$ cat src/rtl/can_frame_rx_if.sv
// Bus-sampler / frame-readout bundle of the CAN receive engine.
// The receiver sits on the slave side; the bit source and readout logic sit on the master side.
interface can_frame_rx_if #(
  parameter int MAX_BYTES = 8
);
  logic                   bit_en;
  logic                   rx_bit;
  logic                   frame_valid;
  logic [28:0]            frame_id;
  logic                   frame_ide;
  logic                   frame_rtr;
  logic [3:0]             frame_dlc;
  logic [8*MAX_BYTES-1:0] frame_data;
  logic                   err_stuff;
  logic                   err_crc;
  logic                   err_form;
  logic                   busy;

  modport master (
    output bit_en, rx_bit,
    input  frame_valid, frame_id, frame_ide, frame_rtr, frame_dlc, frame_data,
    input  err_stuff, err_crc, err_form, busy
  );

  modport slave (
    input  bit_en, rx_bit,
    output frame_valid, frame_id, frame_ide, frame_rtr, frame_dlc, frame_data,
    output err_stuff, err_crc, err_form, busy
  );
endinterface

$ cat src/rtl/can_frame_rx.sv
// CAN 2.0A/2.0B receive engine: bit destuffing, CRC-15 check and field parsing
// in one FSM. Everything advances on the bit_en strobe; outputs are registered.
module can_frame_rx #(
  parameter int          CONSEC    = 5,
  parameter int          MAX_BYTES = 8,
  parameter bit          EXT_EN    = 1'b1,
  parameter logic [14:0] CRC_POLY  = 15'h4599
) (
  input logic           clk_i,
  input logic           rst_ni,
  can_frame_rx_if.slave bus
);
  localparam int DW = 8 * MAX_BYTES;
  localparam int RW = $clog2(CONSEC + 1);

  typedef enum logic [3:0] {
    S_WAIT_IDLE, S_IDLE, S_BASE_ID, S_RTR_SRR, S_IDE, S_EXT_ID, S_RTR, S_R1,
    S_R0, S_DLC, S_DATA, S_CRC, S_CRC_DEL, S_ACK, S_ACK_DEL, S_EOF
  } state_e;

  state_e          state_q, state_d;
  logic [RW-1:0]   run_q, run_d;        // identical-bit run length, stuff bits included
  logic            last_q, last_d;      // value of the previous bus bit in the stuffed region
  logic [3:0]      idle_q, idle_d;      // consecutive recessive bits while waiting for idle
  logic [6:0]      cnt_q, cnt_d;        // bit index within the current field
  logic [14:0]     crc_q, crc_d;        // running CRC over SOF..last data bit
  logic [14:0]     crc_rx_q, crc_rx_d;  // CRC field as received
  logic [28:0]     id_q, id_d;
  logic            ide_q, ide_d, rtr_q, rtr_d;
  logic [3:0]      dlc_q, dlc_d, nbytes_q, nbytes_d;
  logic [7:0]      byte_q, byte_d;
  logic [DW-1:0]   data_q, data_d;

  logic            valid_q, valid_d, estf_q, estf_d, ecrc_q, ecrc_d, efrm_q, efrm_d;
  logic            busy_q, busy_d;
  logic [28:0]     o_id_q, o_id_d;
  logic            o_ide_q, o_ide_d, o_rtr_q, o_rtr_d;
  logic [3:0]      o_dlc_q, o_dlc_d;
  logic [DW-1:0]   o_data_q, o_data_d;

  logic            rx, stuff_zone, is_stuff, abort;
  logic [3:0]      dlc_new, nb;
  logic [7:0]      byte_new;

  function automatic logic [14:0] crc_step(input logic [14:0] c, input logic b);
    logic [14:0] s;
    s = {c[13:0], 1'b0};
    if (b ^ c[14]) s = s ^ CRC_POLY;
    return s;
  endfunction

  // Next-state: destuff, CRC, field parsing and error/valid generation
  always_comb begin
    state_d  = state_q;   run_d    = run_q;    last_d  = last_q;  idle_d = idle_q;
    cnt_d    = cnt_q;     crc_d    = crc_q;    crc_rx_d = crc_rx_q;
    id_d     = id_q;      ide_d    = ide_q;    rtr_d   = rtr_q;   dlc_d  = dlc_q;
    nbytes_d = nbytes_q;  byte_d   = byte_q;   data_d  = data_q;
    valid_d  = 1'b0;      estf_d   = 1'b0;     ecrc_d  = 1'b0;    efrm_d = 1'b0;
    busy_d   = busy_q;
    o_id_d   = o_id_q;    o_ide_d  = o_ide_q;  o_rtr_d = o_rtr_q;
    o_dlc_d  = o_dlc_q;   o_data_d = o_data_q;
    abort    = 1'b0;

    rx       = bus.rx_bit;
    dlc_new  = {dlc_q[2:0], rx};
    // Bytes actually on the wire: remote frames carry none, DLC above 8 means 8.
    nb       = rtr_q ? 4'd0 : ((dlc_new > 4'd8) ? 4'd8 : dlc_new);
    byte_new = {byte_q[6:0], rx};
    // A stuff bit may still follow the last CRC bit, so the delimiter slot
    // is destuffed only when a run has just completed.
    stuff_zone = ((state_q >= S_BASE_ID) && (state_q <= S_CRC)) ||
                 ((state_q == S_CRC_DEL) && (run_q == RW'(CONSEC)));
    is_stuff   = stuff_zone && (run_q == RW'(CONSEC));

    if (bus.bit_en) begin
      if (stuff_zone) begin
        if (is_stuff && (rx == last_q)) begin
          estf_d = 1'b1;
          abort  = 1'b1;
        end else if (is_stuff || (rx != last_q)) begin
          last_d = rx;
          run_d  = RW'(1);
        end else begin
          run_d  = run_q + RW'(1);
        end
      end

      if (!is_stuff) begin
        if ((state_q >= S_BASE_ID) && (state_q <= S_DATA)) crc_d = crc_step(crc_q, rx);
        case (state_q)
          S_WAIT_IDLE: begin
            if (!rx)                idle_d  = 4'd0;
            else if (idle_q == 4'd10) state_d = S_IDLE;
            else                    idle_d  = idle_q + 4'd1;
          end
          S_IDLE: begin
            if (!rx) begin
              state_d = S_BASE_ID;  busy_d = 1'b1;  cnt_d = 7'd0;  crc_d = 15'd0;
              id_d    = 29'd0;      ide_d  = 1'b0;  rtr_d = 1'b0;  dlc_d = 4'd0;
              data_d  = '0;         run_d  = RW'(1); last_d = 1'b0;
            end
          end
          S_BASE_ID: begin
            id_d = {id_q[27:0], rx};
            if (cnt_q == 7'd10) begin state_d = S_RTR_SRR; cnt_d = 7'd0; end
            else cnt_d = cnt_q + 7'd1;
          end
          S_RTR_SRR: begin rtr_d = rx; state_d = S_IDE; end
          S_IDE: begin
            ide_d = rx;
            if (rx && !EXT_EN) begin efrm_d = 1'b1; abort = 1'b1; end
            else if (rx)       begin state_d = S_EXT_ID; cnt_d = 7'd0; end
            else               state_d = S_R0;
          end
          S_EXT_ID: begin
            id_d = {id_q[27:0], rx};
            if (cnt_q == 7'd17) state_d = S_RTR;
            else cnt_d = cnt_q + 7'd1;
          end
          S_RTR: begin rtr_d = rx; state_d = S_R1; end
          S_R1:  state_d = S_R0;
          S_R0:  begin state_d = S_DLC; cnt_d = 7'd0; end
          S_DLC: begin
            dlc_d = dlc_new;
            if (cnt_q == 7'd3) begin
              nbytes_d = nb;
              cnt_d    = 7'd0;
              state_d  = (nb == 4'd0) ? S_CRC : S_DATA;
            end else cnt_d = cnt_q + 7'd1;
          end
          S_DATA: begin
            byte_d = byte_new;
            // Bytes past MAX_BYTES are still clocked through the CRC, just not kept.
            if (cnt_q[2:0] == 3'd7)
              for (int b = 0; b < MAX_BYTES; b++)
                if (cnt_q[5:3] == 3'(b)) data_d[8*b +: 8] = byte_new;
            if (cnt_q == ({nbytes_q, 3'b000} - 7'd1)) begin state_d = S_CRC; cnt_d = 7'd0; end
            else cnt_d = cnt_q + 7'd1;
          end
          S_CRC: begin
            crc_rx_d = {crc_rx_q[13:0], rx};
            if (cnt_q == 7'd14) state_d = S_CRC_DEL;
            else cnt_d = cnt_q + 7'd1;
          end
          S_CRC_DEL: begin
            // A bad delimiter outranks a CRC mismatch.
            if (!rx)                        begin efrm_d = 1'b1; abort = 1'b1; end
            else if (crc_rx_q != crc_q)     begin ecrc_d = 1'b1; abort = 1'b1; end
            else                            state_d = S_ACK;
          end
          S_ACK: state_d = S_ACK_DEL;
          S_ACK_DEL: begin
            if (!rx) begin efrm_d = 1'b1; abort = 1'b1; end
            else     begin state_d = S_EOF; cnt_d = 7'd0; end
          end
          S_EOF: begin
            if (cnt_q == 7'd6) begin
              valid_d = 1'b1;   busy_d  = 1'b0;   state_d = S_WAIT_IDLE; idle_d = 4'd0;
              o_id_d  = id_q;   o_ide_d = ide_q;  o_rtr_d = rtr_q;
              o_dlc_d = dlc_q;  o_data_d = data_q;
            end else if (!rx) begin
              efrm_d = 1'b1; abort = 1'b1;
            end else cnt_d = cnt_q + 7'd1;
          end
          default: state_d = S_WAIT_IDLE;
        endcase
      end

      if (abort) begin
        state_d = S_WAIT_IDLE;
        idle_d  = 4'd0;
        busy_d  = 1'b0;
      end
    end
  end

  // State and output registers
  always_ff @(posedge clk_i or negedge rst_ni) begin
    if (!rst_ni) begin
      state_q  <= S_WAIT_IDLE; run_q  <= '0;    last_q  <= 1'b0;  idle_q <= 4'd0;
      cnt_q    <= 7'd0;        crc_q  <= 15'd0; crc_rx_q <= 15'd0;
      id_q     <= 29'd0;       ide_q  <= 1'b0;  rtr_q   <= 1'b0;  dlc_q  <= 4'd0;
      nbytes_q <= 4'd0;        byte_q <= 8'd0;  data_q  <= '0;
      valid_q  <= 1'b0;        estf_q <= 1'b0;  ecrc_q  <= 1'b0;  efrm_q <= 1'b0;
      busy_q   <= 1'b0;
      o_id_q   <= 29'd0;       o_ide_q <= 1'b0; o_rtr_q <= 1'b0;
      o_dlc_q  <= 4'd0;        o_data_q <= '0;
    end else begin
      state_q  <= state_d;     run_q  <= run_d;  last_q  <= last_d; idle_q <= idle_d;
      cnt_q    <= cnt_d;       crc_q  <= crc_d;  crc_rx_q <= crc_rx_d;
      id_q     <= id_d;        ide_q  <= ide_d;  rtr_q   <= rtr_d;  dlc_q  <= dlc_d;
      nbytes_q <= nbytes_d;    byte_q <= byte_d; data_q  <= data_d;
      valid_q  <= valid_d;     estf_q <= estf_d; ecrc_q  <= ecrc_d; efrm_q <= efrm_d;
      busy_q   <= busy_d;
      o_id_q   <= o_id_d;      o_ide_q <= o_ide_d; o_rtr_q <= o_rtr_d;
      o_dlc_q  <= o_dlc_d;     o_data_q <= o_data_d;
    end
  end

  assign bus.frame_valid = valid_q;
  assign bus.frame_id    = o_id_q;
  assign bus.frame_ide   = o_ide_q;
  assign bus.frame_rtr   = o_rtr_q;
  assign bus.frame_dlc   = o_dlc_q;
  assign bus.frame_data  = o_data_q;
  assign bus.err_stuff   = estf_q;
  assign bus.err_crc     = ecrc_q;
  assign bus.err_form    = efrm_q;
  assign bus.busy        = busy_q;
endmodule

$ cat src/flat_wrapper.sv
// flat-port wrapper written by rule: the top's interface ports become plain ports
module can_frame_rx_flat 
#(
  parameter int          CONSEC    = 5,
  parameter int          MAX_BYTES = 8,
  parameter bit          EXT_EN    = 1'b1,
  parameter logic [14:0] CRC_POLY  = 15'h4599
)
  (clk_i, rst_ni, bus_bit_en, bus_rx_bit, bus_frame_valid, bus_frame_id, bus_frame_ide, bus_frame_rtr, bus_frame_dlc, bus_frame_data, bus_err_stuff, bus_err_crc, bus_err_form, bus_busy);
  can_frame_rx_if #(.MAX_BYTES(MAX_BYTES)) bus_i ();
  input logic clk_i;
  input logic rst_ni;
  input wire logic [$bits(bus_i.bit_en)-1:0] bus_bit_en;
  input wire logic [$bits(bus_i.rx_bit)-1:0] bus_rx_bit;
  output wire logic [$bits(bus_i.frame_valid)-1:0] bus_frame_valid;
  output wire logic [$bits(bus_i.frame_id)-1:0] bus_frame_id;
  output wire logic [$bits(bus_i.frame_ide)-1:0] bus_frame_ide;
  output wire logic [$bits(bus_i.frame_rtr)-1:0] bus_frame_rtr;
  output wire logic [$bits(bus_i.frame_dlc)-1:0] bus_frame_dlc;
  output wire logic [$bits(bus_i.frame_data)-1:0] bus_frame_data;
  output wire logic [$bits(bus_i.err_stuff)-1:0] bus_err_stuff;
  output wire logic [$bits(bus_i.err_crc)-1:0] bus_err_crc;
  output wire logic [$bits(bus_i.err_form)-1:0] bus_err_form;
  output wire logic [$bits(bus_i.busy)-1:0] bus_busy;
  assign bus_i.bit_en = bus_bit_en;
  assign bus_i.rx_bit = bus_rx_bit;
  assign bus_frame_valid = bus_i.frame_valid;
  assign bus_frame_id = bus_i.frame_id;
  assign bus_frame_ide = bus_i.frame_ide;
  assign bus_frame_rtr = bus_i.frame_rtr;
  assign bus_frame_dlc = bus_i.frame_dlc;
  assign bus_frame_data = bus_i.frame_data;
  assign bus_err_stuff = bus_i.err_stuff;
  assign bus_err_crc = bus_i.err_crc;
  assign bus_err_form = bus_i.err_form;
  assign bus_busy = bus_i.busy;
  can_frame_rx #(.CONSEC(CONSEC), .MAX_BYTES(MAX_BYTES), .EXT_EN(EXT_EN), .CRC_POLY(CRC_POLY)) u_core (.clk_i(clk_i), .rst_ni(rst_ni), .bus(bus_i));
endmodule
$ cat config.mk
export PLATFORM = sky130hd
export DESIGN_NAME = can_frame_rx_flat
export DESIGN_NICKNAME = d
export VERILOG_FILES = /design/src/rtl/can_frame_rx_if.sv /design/src/rtl/can_frame_rx.sv /design/src/flat_wrapper.sv
export SDC_FILE = /design/constraint.sdc
export NUM_CORES = 1
export LEC_CHECK = 0
export ABC_AREA = 1
export CAP_MARGIN = 20
export CELL_PAD_IN_SITES_DETAIL_PLACEMENT = 1
export CELL_PAD_IN_SITES_GLOBAL_PLACEMENT = 2
export CORE_MARGIN = 5
export CORE_UTILIZATION = 38
export CTS_CLUSTER_DIAMETER = 60
export DETAILED_ROUTE_END_ITERATION = 8
export PLACE_DENSITY_LB_ADDON = 0.1
export SYNTH_ARGS = -nofsm -noshare
export SYNTH_HDL_FRONTEND = slang
export SYNTH_SLANG_ARGS = --single-unit
$ cat constraint.sdc
create_clock -name clk_i -period 5.9 [get_ports clk_i]
set_input_delay 1.475 -clock clk_i [delete_from_list [all_inputs] [get_ports clk_i]]
set_output_delay 1.475 -clock clk_i [all_outputs]
set_load 0.1 [all_outputs]
==> impl_metrics.yaml, run 1 <==
run_status:
  outcome: "complete, no violations"
clock_tree:
  cts.sink_count: 263
  cts_tree: "built"
  numCtsBuffers: 31
  htree_levels: 1
  insertion_delay_ns: 0.56
  root_buffer: "clkbuf_16"
  ctsHoldBuffers: 0
  clk_path_buf_depth: 3
  post_cts_buffers: 0
  ctsResizeCount: 0
  path_clk_slew_ns: 0.06
sta:
  rsz0062_at_grt: "false"
  max-slew-margin-rel_pct: 30.79
  setup_ws_ns: 2.314
  hold_violations: 0
  period_share_pct: 60.78
  skew_ns: 0.007641
  max_slew.worst_pin.slew_ns: 1.034
  min_period_ns: 3.586
  drv_slew: 0
  finalSetupViolCount: 0
  setup_tns_ns: 0
  fmax_mhz: 278.8
  holdWs_ns: 0.4813
synth:
  seq_area_frac_synth_pct: 57.81
  synth_seq_cells: 263
  synth_top_family_by_area: "simple AND/OR/NAND/NOR gates"
  syn_area_um2: 11380
  ys.flop_type: "dfrtp_1"
  syn_inst: 1294
  synth_area_per_cell_um2: 8.797
  async_flop_share_pct: 100.0
  synth_nets: 1307
  synth_edf_count: 0
  synth.distinct_cells: 42
  synthSimpleGateAreaFrac_pct: 17.37
  synth_fa_ha_area_share_pct: 0.9892
  synth.mux.area_fraction_pct: 0
  synth_xor_area_share_pct: 0.8463
  synth_warnings: 0
  synth-compound-area-share_pct: 14.30
worst_setup_path:
  crit_type: "flop to primary output"
  crit_slowest_cell: "clkdlybuf4s50_1"
  path_buf_inv: 1
  worstPathRequired_ns: 4.43
  cp_max_fo: 2
  rr_startpoint: "u_core.run_q[1]$_DFFE_PN0P_"
  critPathMaxStageDelay_ns: 1.16
  r2r_end: "u_core.bus.frame_data[15]$_DFFE_PN0P_"
  setup.worst_path.start: "u_core.bus.frame_ide$_DFFE_PN0P_"
  reg2reg_slack_ns: 2.93
  cp_num_cells: 1
  r2r_cells: 13
  start_kind: "flop"
  crit_chain: "clkdlybuf4s50_1"
  crit_end: "bus_frame_ide"
  end_kind: "primary output"
  crit_arrival_ns: 2.11
  critPathTopFamily: "buffers and inverters"
detailed_routing:
  num_vias: 8713
  via_per_inst: 4.830
  drtPass1Iterations: 4
  wl_per_cell_um: 16.01
  wl_um: 28880
  drc_errors: 0
  drt_first_iter_violations: 370
  ant_nets: 0
floorplanning:
  die_height_um: 183.1
  num_rows: 63
  ios: 108
  die-area_um2: 33520
  core_area_um2: 29640
  dieWidth_um: 183.1
  start_util_pct: 38.41
global_route:
  grt_pass1_wl_um: 49280
  track_usage_pct: 17.64
  antenna_found_initial: 0
  overflow: 0
  grt_pass1_vias: 9361
  grt_max_degree: 114
place:
  gp_congestion: 0.8014
  placed_area_um2: 12750
  placement.io_buffers: 107
  post-place-ws_ns: 1.923
  dp_hpwl_um: 19540
pwr:
  leakage_nw: 6.260
  p_per_area_nw_per_um2: 418.8
  vdd_drop_max_uv: 242.3
finish:
  diodes: 0
  nets: 1407
  drive_gt1_share_pct: 6.506
  area_growth_pct: 20.36
  fin_area_um2: 13700
worst_hold_path:
  hp-class: "flop to flop"
run:
  maxCapViolCount: 0
power by group:
| group | leakage, nW | switching (W) | internal, W |
|---|---|---|---|
| clock network | 0.465 | 0.000720 | 0.00107 |
| logic | 2.34 | 0.00102 | 0.000484 |
| registers | 3.45 | 0.000198 | 0.00224 |
| total | 6.26 | 0.00194 | 0.00380 |
layout by cell type, fill, tap and decap left out, drive strengths merged, types with 2 or more instances in the layout:
cell,count
nand3,16
a211oi,4
xnor2,2
o22ai,36
nor2,81
nand4,9
ha,9
inv,191
dfrtp,263
nand2,360
xor2,9
nor3,11
buf,8
a21oi,22
clkdlybuf4s50,106
o21ai,225
clkinv,2
a41oi,2
clkbuf,49
state kept, by name, summed over array words and instances, names as in the netlist, 7 cells and up:
register	flops
u_core.crc_rx_q	15
u_core.id_q	29
u_core.byte_q	7
u_core.data_q	64
u_core.cnt_q	7
u_core.bus.frame_id	29
u_core.bus.frame_data	64
u_core.crc_q	15
area by class of cell:
type,count,area [um2]
Tap cell,390,488.0
Clock buffer,49,893.4
Clock inverter,4,60.06
Timing Repair Buffer,114,1141
Multi-Input combinational cell,794,3814
Inverter,190,723.2
Sequential cell,263,6581
Fill cell,3442,15940
worst min path at each step:
stage / cells past startpoint / endpoint / startpoint / slack [ns]
after floorplan: 2 / u_core.bus.frame_ide$_DFFE_PN0P_ / u_core.ide_q$_DFFE_PN0P_ / 0.45
after global placement: 2 / u_core.byte_q[6]$_DFFE_PN0P_ / u_core.byte_q[6]$_DFFE_PN0P_ / 0.47
after global routing: 2 / u_core.bus.frame_ide$_DFFE_PN0P_ / u_core.ide_q$_DFFE_PN0P_ / 0.50
after CTS: 2 / u_core.bus.frame_data[58]$_DFFE_PN0P_ / u_core.bus.frame_data[58]$_DFFE_PN0P_ / 0.49
final: 2 / u_core.bus.frame_data[58]$_DFFE_PN0P_ / u_core.bus.frame_data[58]$_DFFE_PN0P_ / 0.48
after detailed placement: 2 / u_core.byte_q[5]$_DFFE_PN0P_ / u_core.byte_q[5]$_DFFE_PN0P_ / 0.47
kinds of logic (layout without fill, tap and decap cells):
| logic type | Yosys count | in the layout |
|---|---|---|
| flops | 263 | 263 |
| xor+xnor | 11 | 11 |
| fa+ha+maj | 9 | 9 |
| compound gates | 294 | 294 |
| buf+inv | 237 | 357 |
| simple gates | 480 | 480 |
metrics by stage:
step | utilization (%) | cells | power (W)
finish | 46.23 | 1804 | 0.005738
global route | 46.23 | 1804 | 0.006168
CTS | 46.23 | 1804 | 0.005842
detailed placement | 43.01 | 1751 | 0.003991
global placement | 43.01 | 1751 | 0.003935
floorplan | - | 1294 | 0.003569
synthesized netlist by cell type (2+ instances only):
library cell	number	area [um2]
buf_4	14	105.1
a21oi_1	21	105.1
o21ai_1	156	780.8
nand2_1	352	1321
nand3_1	15	75.07
nor3_1	9	45.04
inv_2	5	18.77
o22ai_2	10	125.1
o22ai_1	26	162.7
nand2_4	2	22.52
ha_1	9	112.6
dfrtp_1	263	6581
xnor2_1	2	17.52
inv_4	2	12.51
clkbuf_1	10	37.54
clkbuf_2	3	15.01
a211oi_1	4	30.03
inv_1	183	686.9
xor2_1	9	78.83
nor2_4	3	33.78
a41oi_1	2	17.52
buf_6	2	22.52
nand2_2	5	31.28
buf_2	18	90.09
o21ai_0	68	340.3
nor2_1	69	259.0
nor2_2	9	56.30
nand4_1	9	56.30
per-layer routing:
metal / GRT usage, % / wire length, um / share of wire, %
met4: 3.159 / 269 / 0.93
met5: 0 / 0 / 0
met3: 2.499 / 1010 / 3.5
met1: 24.71 / 13640 / 47
met2: 29.79 / 13960 / 48
Power figures use the tool's default switching activity.
==> inputs of run 2 (changes only) <==
CORE_UTILIZATION = 35   (was 38)
clock period = 3.45 ns   (was 5.9 ns; I/O delays follow)
==> run 2 against run 1 <==
- utilization fell by 3.4 points
- worst hold slack got worse by 0.16 ns
- clock skew up 0.0060 ns
- sequential power is 71% higher
- sequential share of layout area decreased by 0.41 points
- total power grew 75%
- clock power rose by 81%
==> impl_metrics.yaml, run 2 (same netlist as run 1, synthesis figures left out) <==
clock_tree:
  path_clk_slew_ns: 0.06
  root_buffer: "clkbuf_16"
  cts_tree: "built"
  clk_path_buf_depth: 3
  post_cts_buffers: 0
  insertion_delay_ns: 0.55
  ctsResizeCount: 0
  cts.sink_count: 263
  htree_levels: 1
  numCtsBuffers: 31
  ctsHoldBuffers: 0
sta:
  max_slew.worst_pin.slew_ns: 0.9962
  min_period_ns: 2.596
  setup_tns_ns: 0
  skew_ns: 0.01369
  rsz0062_at_grt: "false"
  fmax_mhz: 385.2
  drv_slew: 0
  period_share_pct: 75.25
  max-slew-margin-rel_pct: 33.34
  finalSetupViolCount: 0
  hold_violations: 0
pwr:
  leakage_nw: 6.659
  vdd_drop_max_uv: 405.9
  p_per_area_nw_per_um2: 727.0
place:
  gp_congestion: 0.8090
  dp_hpwl_um: 20430
  placement.io_buffers: 107
detailed_routing:
  drtPass1Iterations: 4
  drt_first_iter_violations: 447
  drc_errors: 0
  ant_nets: 0
  via_per_inst: 4.681
  wl_um: 29460
  wl_per_cell_um: 15.68
  num_vias: 8795
global_route:
  grt_pass1_wl_um: 49160
  antenna_found_initial: 0
  overflow: 0
  grt_max_degree: 81
  track_usage_pct: 16.44
  grt_pass1_vias: 9221
floorplanning:
  die_height_um: 190.3
  start_util_pct: 35.26
  num_rows: 66
  core_area_um2: 32290
  ios: 108
  dieWidth_um: 190.3
  die-area_um2: 36230
worst_setup_path:
  reg2reg_slack_ns: 0.85
  start_kind: "flop"
  rr_startpoint: "u_core.state_q[3]$_DFFE_PN0P_"
  end_kind: "flop"
  crit_slowest_cell: "nor2_2"
  crit_chain: "nor2_1 -> inv_1 -> nor2_1 -> inv_1 -> nor2_1 -> inv_1 -> nand2_2 -> nand2_1 -> nor2_2 -> nand2_1 -> o21ai_1"
  worstPathRequired_ns: 3.91
  critPathMaxStageDelay_ns: 0.51
  setup.worst_path.start: "u_core.state_q[3]$_DFFE_PN0P_"
  r2r_cells: 11
  cp_max_fo: 16
  crit_type: "flop to flop"
  r2r_end: "u_core.data_q[58]$_DFFE_PN0P_"
  crit_end: "u_core.data_q[58]$_DFFE_PN0P_"
  crit_arrival_ns: 3.06
worst_hold_path:
  hp-class: "primary input to asynchronous set/reset pin"
finish:
  area_growth_pct: 21.40
  nets: 1429
  mostFrequentLayoutCells: "nand2_1, dfrtp_1, inv_1"
  drive_gt1_share_pct: 15.66
  finish.utilization_pct: 42.80
  diodes: 0
  layout_commonest_cell: "nand2_1"
run:
  maxCapViolCount: 0
run_status:
  outcome: "complete, no violations"
## run 2: cell types whose count changed in the layout (fill, tap and decap cells not counted)
cell / change
buf_12: +7
inv_16: -1
clkdlybuf4s50_1: -104
bufinv_16: +2
clkbuf_1: -6
inv_8: +1
clkinv_2: +3
inv_6: +2
buf_4: +119
## run 2: cell type report
type / instances / area, um2
timing repair buffer: 136 / 1134
sequential: 263 / 6581
multi-input combinational: 794 / 3814
clock inverter: 11 / 143.9
tap: 442 / 553.0
inverter: 190 / 723.2
clock buffer: 43 / 870.8
fill: 3802 / 18470
## run 2: how the worst min path moves through the flow
stage	startpoint	end	slack, ns	depth (start not counted)
3_5_place_dp	u_core.bus.frame_ide$_DFFE_PN0P_	u_core.bus.frame_ide$_DFFE_PN0P_	0.47	2
4_1_cts	rst_ni	u_core.crc_rx_q[11]$_DFFE_PN0P_	0.32	1
5_1_grt	rst_ni	u_core.bus.frame_data[44]$_DFFE_PN0P_	0.33	1
2_1_floorplan	u_core.ide_q$_DFFE_PN0P_	u_core.bus.frame_ide$_DFFE_PN0P_	0.45	2
6_report	rst_ni	u_core.bus.frame_data[44]$_DFFE_PN0P_	0.32	1
3_3_place_gp	u_core.bus.frame_ide$_DFFE_PN0P_	u_core.bus.frame_ide$_DFFE_PN0P_	0.46	2
## run 2: power breakdown
group	internal (W)	leakage, nW	switching (W)	total [W]
clock network	0.00198	0.503	0.00127	0.00324
registers	0.00383	3.45	0.000348	0.00418
logic	0.000883	2.70	0.00175	0.00263
## run 2: worst max-delay path, delay by kind of cell, from the launching register on
kind	cells	cell delay (ns)
flip-flops	1	0.47
buffers and inverters	3	0.43
AND/OR/NAND/NOR	7	1.48
AO/OA/AOI/OAI	1	0.12
## run 2: per-stage QoR
| step | instance area, um2 | instances | power, W | worst slack, ns | hold slack [ns] |
|---|---|---|---|---|---|
| final | 13820 | 1879 | 0.01005 | 0.8539 | 0.3186 |
| after floorplan | 11380 | 1294 | 0.006104 | 1.438 | 0.4493 |
| after CTS | 13820 | 1879 | 0.01022 | 0.8615 | 0.3197 |
| after detailed placement | 12800 | 1825 | 0.006897 | 0.6999 | 0.4695 |
| after global routing | 13820 | 1879 | 0.01078 | 0.5895 | 0.3337 |
| after global placement | 12800 | 1825 | 0.006820 | 0.7610 | 0.4568 |
## run 2: layer usage
| layer | share of wire (%) | up-vias | GRT usage, % | wire length, um |
|---|---|---|---|---|
| met3 | 3.9 | 28 | 2.508 | 1157 |
| li1 | - | 4359 | - | - |
| met4 | 1.4 | 0 | 3.149 | 403 |
| met5 | 0 | - | 0 | 0 |
| met1 | 48 | 4300 | 23.20 | 14030 |
| met2 | 47 | 108 | 27.25 | 13870 |
